File: config.mk
export PLATFORM = sky130hd
export DESIGN_NAME = seg7_capture
export DESIGN_NICKNAME = d
export VERILOG_FILES = /design/src/rtl/seg7_capture.sv
export SDC_FILE = /design/constraint.sdc
export NUM_CORES = 1
export LEC_CHECK = 0
export ABC_AREA = 1
export BUFFER_PORTS_ARGS = -buffer_cell sky130_fd_sc_hd__buf_4
export CAP_MARGIN = 5
export CORE_AREA = 2 2 97 99
export DETAILED_ROUTE_END_ITERATION = 8
export DIE_AREA = 0 0 99 101
export GPL_TIMING_DRIVEN = 0
export PLACE_DENSITY = 0.68
export SYNTH_ARGS = -nofsm -noshare
export SYNTH_HDL_FRONTEND = slang
export SYNTH_SLANG_ARGS = --single-unit
File: constraint.sdc
create_clock -name clk -period 4.1 [get_ports clk]
set_input_delay 0.615 -clock clk [delete_from_list [all_inputs] [get_ports clk]]
set_output_delay 0.615 -clock clk [all_outputs]
set_load 0.005 [all_outputs]
File: src/rtl/seg7_capture.sv
// Captures a multiplexed, active-low 7-segment display scan into a hex frame.
// Optional decimal-point capture is enabled by defining SEG7_DP_EN.
module seg7_capture #(
  parameter int unsigned NDIG       = 8,
  parameter int unsigned STABLE_CYC = 4
) (
  input  logic                clk,
  input  logic                rst_n,
  input  logic                en,
  input  logic [6:0]          seg_n,
  input  logic [NDIG-1:0]     dig_n,
`ifdef SEG7_DP_EN
  input  logic                dp_n,
  output logic [NDIG-1:0]     dp_mask,
`endif
  output logic [4*NDIG-1:0]   value,
  output logic                valid,
  output logic                err
);

  localparam int unsigned CW = 8;
`ifdef SEG7_DP_EN
  localparam int unsigned SW = NDIG + 8;
`else
  localparam int unsigned SW = NDIG + 7;
`endif

  typedef enum logic [1:0] {IDLE, TRACK, COMMIT} state_t;

  state_t              state, state_next;
  logic                commit_c;
  logic [CW-1:0]       cnt;
  logic [SW-1:0]       prev;
  logic [NDIG-1:0]     bitmap;
  logic [4*NDIG-1:0]   shadow;
  logic                ferr;
  logic [NDIG-1:0]     sel_c;
  logic                cand_c;
  logic                same_c;
  logic                capture_c;
  logic [SW-1:0]       sample_c;
  logic [4:0]          dec_c;
`ifdef SEG7_DP_EN
  logic [NDIG-1:0]     shadow_dp;
`endif

  // Returns {undecodable, nibble} for an active-high gfedcba pattern.
  function automatic logic [4:0] decode(input logic [6:0] s);
    case (s)
      7'h3F: decode = 5'h00;
      7'h06: decode = 5'h01;
      7'h5B: decode = 5'h02;
      7'h4F: decode = 5'h03;
      7'h66: decode = 5'h04;
      7'h6D: decode = 5'h05;
      7'h7D: decode = 5'h06;
      7'h07: decode = 5'h07;
      7'h7F: decode = 5'h08;
      7'h6F: decode = 5'h09;
      7'h77: decode = 5'h0A;
      7'h7C: decode = 5'h0B;
      7'h39: decode = 5'h0C;
      7'h5E: decode = 5'h0D;
      7'h79: decode = 5'h0E;
      7'h71: decode = 5'h0F;
      default: decode = 5'h10;
    endcase
  endfunction

  assign sel_c  = ~dig_n;
  assign cand_c = $onehot(sel_c);
`ifdef SEG7_DP_EN
  assign sample_c = {dp_n, seg_n, dig_n};
`else
  assign sample_c = {seg_n, dig_n};
`endif
  assign same_c    = (sample_c == prev) && (cnt != '0);
  // Count saturates at STABLE_CYC, so a held pattern is captured only once.
  assign capture_c = en && cand_c && same_c && (cnt == CW'(STABLE_CYC - 1));
  assign dec_c     = decode(~seg_n);

  always_ff @(posedge clk or negedge rst_n) begin
    if (!rst_n) state <= IDLE;
    else        state <= state_next;
  end

  always_comb begin
    state_next = state;
    commit_c   = 1'b0;
    case (state)
      IDLE:   if (en) state_next = TRACK;
      TRACK: begin
        if (!en) begin
          state_next = IDLE;
        end else if (&bitmap) begin
          commit_c   = 1'b1;
          state_next = COMMIT;
        end
      end
      COMMIT: state_next = en ? TRACK : IDLE;
      default: state_next = IDLE;
    endcase
  end

  always_ff @(posedge clk or negedge rst_n) begin
    if (!rst_n) begin
      cnt    <= '0;
      prev   <= '0;
      bitmap <= '0;
      shadow <= '0;
      ferr   <= 1'b0;
      value  <= '0;
      valid  <= 1'b0;
      err    <= 1'b0;
`ifdef SEG7_DP_EN
      shadow_dp <= '0;
      dp_mask   <= '0;
`endif
    end else begin
      valid <= commit_c;
      if (commit_c) begin
        value <= shadow;
        err   <= ferr;
`ifdef SEG7_DP_EN
        dp_mask <= shadow_dp;
`endif
      end
      if (!en) begin
        cnt    <= '0;
        bitmap <= '0;
        ferr   <= 1'b0;
      end else begin
        if (!cand_c) begin
          cnt <= '0;
        end else if (same_c) begin
          if (cnt < CW'(STABLE_CYC)) cnt <= cnt + CW'(1);
        end else begin
          cnt  <= CW'(1);
          prev <= sample_c;
        end
        // A capture landing on the commit edge seeds the next frame.
        if (commit_c) begin
          bitmap <= capture_c ? sel_c : '0;
          ferr   <= capture_c & dec_c[4];
        end else if (capture_c) begin
          bitmap <= bitmap | sel_c;
          ferr   <= ferr | dec_c[4];
        end
        if (capture_c) begin
          for (int i = 0; i < int'(NDIG); i++) begin
            if (sel_c[i]) begin
              shadow[4*i +: 4] <= dec_c[3:0];
`ifdef SEG7_DP_EN
              shadow_dp[i] <= ~dp_n;
`endif
            end
          end
        end
      end
    end
  end

endmodule

# Yosys cells after proc, flatten, opt, wreduce, memory -nomap -nowiden

Cells that the tools add are included.

Input bits: 18
Logic and storage cells: 93
Flip-flop bits (word level): 100
Output and inout bits: 34

Eq/ne operators: 25
$lt $le $gt $ge: 1
Muxes and demuxes: 20
Reduce and logical (&&, ||, !) cells: 17
$add $sub $neg: 8
Bitwise gates (word level): 6

Operators by type and width:

| kind                | count |
|---|---|
| $eq 7x7->1 const B  | 12 |
| $pmux 5 s16         | 1 |
| $mux 8              | 8 |
| $reduce_and 3->1    | 9 |
| $eq 15x15->1        | 1 |
| $eq 7x3->1 const B  | 2 |
| $eq 7x6->1 const B  | 2 |
| $add 1x1->2         | 4 |
| $add 8x1->8 const B | 1 |
| $eq 8x2->1 const B  | 1 |
| $lt 8x3->1 const B  | 1 |
| $not 8->8           | 1 |
| $or 8x8->8          | 1 |
| $reduce_and 8->1    | 1 |
| $reduce_bool 8->1   | 1 |
| $mux 1              | 7 |
| $not 7->7           | 1 |
| $add 2x2->3         | 2 |
| $mux 2              | 3 |
| $pmux 2 s3          | 1 |
| $add 3x3->4         | 1 |
| $eq 4x1->1 const B  | 1 |
| $logic_and 1x1->1   | 4 |
| $ne 4x3->1 const B  | 1 |
| other kinds (10)    | 10 |

# Logic depth before layout (Yosys ltp)

Depth in word-level cells: 11
Depth in mapped cells: 15
Gate-level depth less buffers: 14

# Worst setup path before layout

OpenSTA, ideal clock, no wires.

Path kind: input port to flip-flop
Start point: input dig_n[0]
End point: register shadow[30]
Stages: 15
Required time: 3958 ps
Setup time: 142 ps
Data arrival time: 3773 ps
Buffers on the path: 1
Slack: 185 ps
Cells stage by stage: fa_1 inv_1 fa_1 fa_1 ha_1 inv_1 fa_1 nand2_1 nor2_1 nand4_1 nor3_4 buf_6 nand3_4 nand2_1 o21ai_1

Longest elaborated chain between the ends: 9
Elaborated cells between the ends (all ways): 11
Classes of those cells: add/sub: 3; eq/ne: 2; bitwise: 1; reduce/logical: 5

Ends and longest elaborated chain:

| what                              | line | RTL |
|---|---|---|
| start: declaration                | 11   | `input logic [NDIG-1:0] dig_n,` |
| $not 8->8                         | 70   | `assign sel_c = ~dig_n;` |
| $add 1x1->2 (not written as such) | 71   | `assign cand_c = $onehot(sel_c);` |
| $add 2x2->3 (not written as such) | 71   |  |
| $add 3x3->4 (not written as such) | 71   |  |
| $eq 4x1->1                        | 71   |  |
| $logic_and 1x1->1                 | 79   | `assign capture_c = en && cand_c && same_c && (cnt == CW'(STABLE_CYC - 1));` |
| $logic_and 1x1->1 * (2 in a row)  | 79   |  |
| $reduce_and 3->1 (no line) *      | -    |  |
| end signal: indexed assignment    | 152  | `shadow[4*i +: 4] <= dec_c[3:0];` |
| end: declaration                  | 35   | `logic [4*NDIG-1:0] shadow;` |

Mark *: on every way between the ends. The rest lies on a longest branch, timed or not.
A chain may end at the register's enable or synchronous reset.

# Worst setup path in the final report

Start point: input dig_n[0]
End point: register shadow[2]

Longest elaborated chain between the ends: 9
Elaborated cells between the ends (all ways): 11
Classes of those cells: add/sub: 3; eq/ne: 2; bitwise: 1; reduce/logical: 5

Ends and longest elaborated chain:

| what                              | line |
|---|---|
| $not 8->8                         | 70 |
| $add 1x1->2 (not written as such) | 71 |
| $add 2x2->3 (not written as such) | 71 |
| $add 3x3->4 (not written as such) | 71 |
| $eq 4x1->1                        | 71 |
| $logic_and 1x1->1 (3 in a row)    | 79 |
| $reduce_and 3->1 (no line) *      | - |

Marked as above.

==> flow_metrics.py <==
metrics = {
    "global_route": {
        "grt_remaining_overflow": 0,
        "gr-usage-all-layers_pct": 21.0,
        "antenna_found_initial": 0,
        "grt_start_max_net_pins": 101,
        "grt_first_pass_wirelength_um": 16400,
        "grt_pass1_vias": 3474,
    },
    "clocking": {
        "cts_root_buffer": "clkbuf_8",
        "cts_buffer_depth": 2,
        "cts_max_level": 3,
        "cts_buffers": 9,
        "clock_sinks": 100,
        "clk_latency_ps": 360,
        "path_clk_slew_ps": 90,
        "cts_tree": "done",
        "cts_hold_buf": 0,
    },
    "setup_path": {
        "cp_cell_sequence": "buf_4 > fa_1 > inv_1 > fa_1 > fa_1 > ha_1 > inv_1 > fa_1 > nand2_1 > nor2_1 > nand4_1 > nor3_4 > buf_4 > buf_6 > nand3_4 > nand2_1 > o21ai_1",
        "critPathMaxFanout": 10,
        "critPathCaptureType": "flip-flop",
        "cpLargestDelayFamily": "adder cells",
        "crit_path_max_incr_delay_ps": 530,
        "cp-start-kind": "primary input",
        "crit_type": "in -> reg",
        "required_ps": 4310,
        "crit_top_cell": "fa_1",
        "cpMaxStageDelayCell": "fa_1",
        "cp.buffers_inverters": 5,
        "worstPathArrival_ps": 4130,
    },
    "routing": {
        "drt-pass1-iter-count": 4,
        "viasPerCell": 5.08,
        "drc": 0,
        "routedWlPerCell_um": 13.8,
        "drt-total-wl_um": 9840,
        "ant_nets": 0,
        "drt_iter0_drc": 185,
        "via_count": 3613,
    },
    "timing": {
        "fmax_mhz": 255,
        "min_period_ps": 3930,
        "finalSetupTns_ps": 0,
        "fin_skew_ps": 8.35,
        "timing_hold_violations_final": 0,
        "drv_slew": 0,
        "finalSetupViolCount": 0,
        "worstMarginPinSlew_ps": 1290,
        "relSlewSlack_pct": 13.3,
        "min_period_over_period_pct": 95.8,
    },
    "power_and_ir_drop": {
        "p_leak_nw": 2.86,
        "ir_drop_v": 0.000207,
        "p_per_area_nw_per_um2": 382,
    },
    "yosys": {
        "synth_nets": 560,
        "synth_warnings": 0,
        "synth_cell_types": 26,
        "syn_avg_cell_area_um2": 8.52,
        "synth.ff_latch_count": 100,
        "synth_seq_area_share_pct": 55.1,
        "synth_area_um2": 4540,
        "syn_inst": 533,
    },
    "placement": {
        "numPortBuffers": 50,
        "place_congestion": 0.826,
        "place_hpwl_um": 6890,
        "dpl-instance-area_um2": 5060,
    },
    "finish": {
        "syn_to_final_growth_pct": 16.0,
        "antenna_cells": 0,
        "nets": 622,
        "drive_gt1_share_pct": 13.8,
        "fin_area_um2": 5270,
        "final_cell_mix": "nand2_1 (205), dfrtp_1 (100), inv_1 (51), buf_4 (50)",
        "final_common_cell": "nand2_1",
    },
    "floorplan": {
        "die_w_um": 99,
        "ioPinCount": 52,
        "start_util_pct": 50.6,
        "num_rows": 35,
        "die_area_um2": 10000,
        "coreArea_um2": 8980,
        "die-height_um": 101,
    },
    "worst_hold_path": {
        "hp-class": "in -> async",
    },
    "outcome": {
        "status": "finished clean",
    },
    "flow_run": {
        "maxCapViolCount": 0,
    },
}
state kept, by name, summed over array words and instances (netlist names):
register / cells
err: 1
valid: 1
state: 2
shadow: 32
ferr: 1
value: 32
bitmap: 8
prev: 15
cnt: 8
per-layer routing:
layer | routed length, um | up-vias | track usage (%)
li1 | - | 1820 | -
met5 | 0 | - | 0
met1 | 4610 | 1696 | 29.3
met3 | 415 | 18 | 3.40
met2 | 4590 | 79 | 33.1
met4 | 223 | 0 | 8.75
stage by stage:
step,power [mW],util (%),setup WS (ps),instances,hold slack [ps]
floorplan,1.31,-,185,533,319
global placement,1.39,56.3,-242,694,458
detailed placement,1.41,56.3,-272,694,460
CTS,2.02,58.5,119,710,436
global route,2.13,58.7,-28.3,711,383
finish,2.01,58.7,172,711,313
path summary, 6_finish.rpt:
path	slack, ps	end	from	cells after the start
max in group asynchronous	3160	prev[0]$_DFFE_PN0P_	rst_n	1
max reg2reg	2120	shadow[2]$_DFFE_PN0P_	cnt[0]$_DFFE_PN0P_	12
min	310	state[1]$_DFFE_PN0P_	rst_n	1
max	170	shadow[2]$_DFFE_PN0P_	dig_n[0]	17
min reg2reg	480	shadow[28]$_DFFE_PN0P_	shadow[28]$_DFFE_PN0P_	2
min in group clk	450	bitmap[2]$_DFFE_PN0P_	dig_n[2]	2
synth_stat cells:
library cell	instances	share of area (%)
a21oi_1	4	0.44
a31oi_1	1	0.14
and3_1	1	0.14
buf_2	6	0.66
buf_6	2	0.50
clkbuf_1	6	0.50
dfrtp_1	100	55
fa_1	4	1.8
ha_1	5	1.4
inv_1	51	4.2
inv_2	2	0.17
nand2_1	205	17
nand2_4	1	0.25
nand3_1	27	3.0
nand3_4	2	0.77
nand4_1	18	2.5
nor2_1	31	2.6
nor3_1	7	0.77
nor3_4	1	0.36
nor4_1	2	0.28
o21ai_0	31	3.4
o21ai_1	5	0.55
o22ai_1	10	1.4
xnor2_1	6	1.2
xnor2_2	1	0.36
xor2_1	4	0.77
power by group:
part | leakage (nW) | switching [mW] | internal, mW
registers | 1.38 | 0.0524 | 1.05
clock network | 0.0941 | 0.355 | 0.262
logic | 1.39 | 0.172 | 0.117
total | 2.86 | 0.579 | 1.43
what timing repair did:
item / 4_1_cts / 5_1_grt
setup endpoints to repair: 0 / 28
resized for setup: 0 / 1
setup buffers: 0 / 1
area by class of cell:
cell class	instances	area, um^2
Clock buffer	11	151
Fill cell	804	3710
Multi-Input combinational cell	366	1770
Clock inverter	5	43.8
Tap cell	111	139
Inverter	53	199
Buffer	14	75.1
Timing Repair Buffer	51	387
Sequential cell	100	2500
cell families after synthesis:
group	Yosys count	share of synthesized area, %
buf+inv	67	6.03
compound gates	51	5.92
flops	100	55.1
simple gates	295	27.5
xor+xnor	11	2.29
fa+ha+maj	9	3.14
Note: power is estimated with default switching activity, not from simulation.
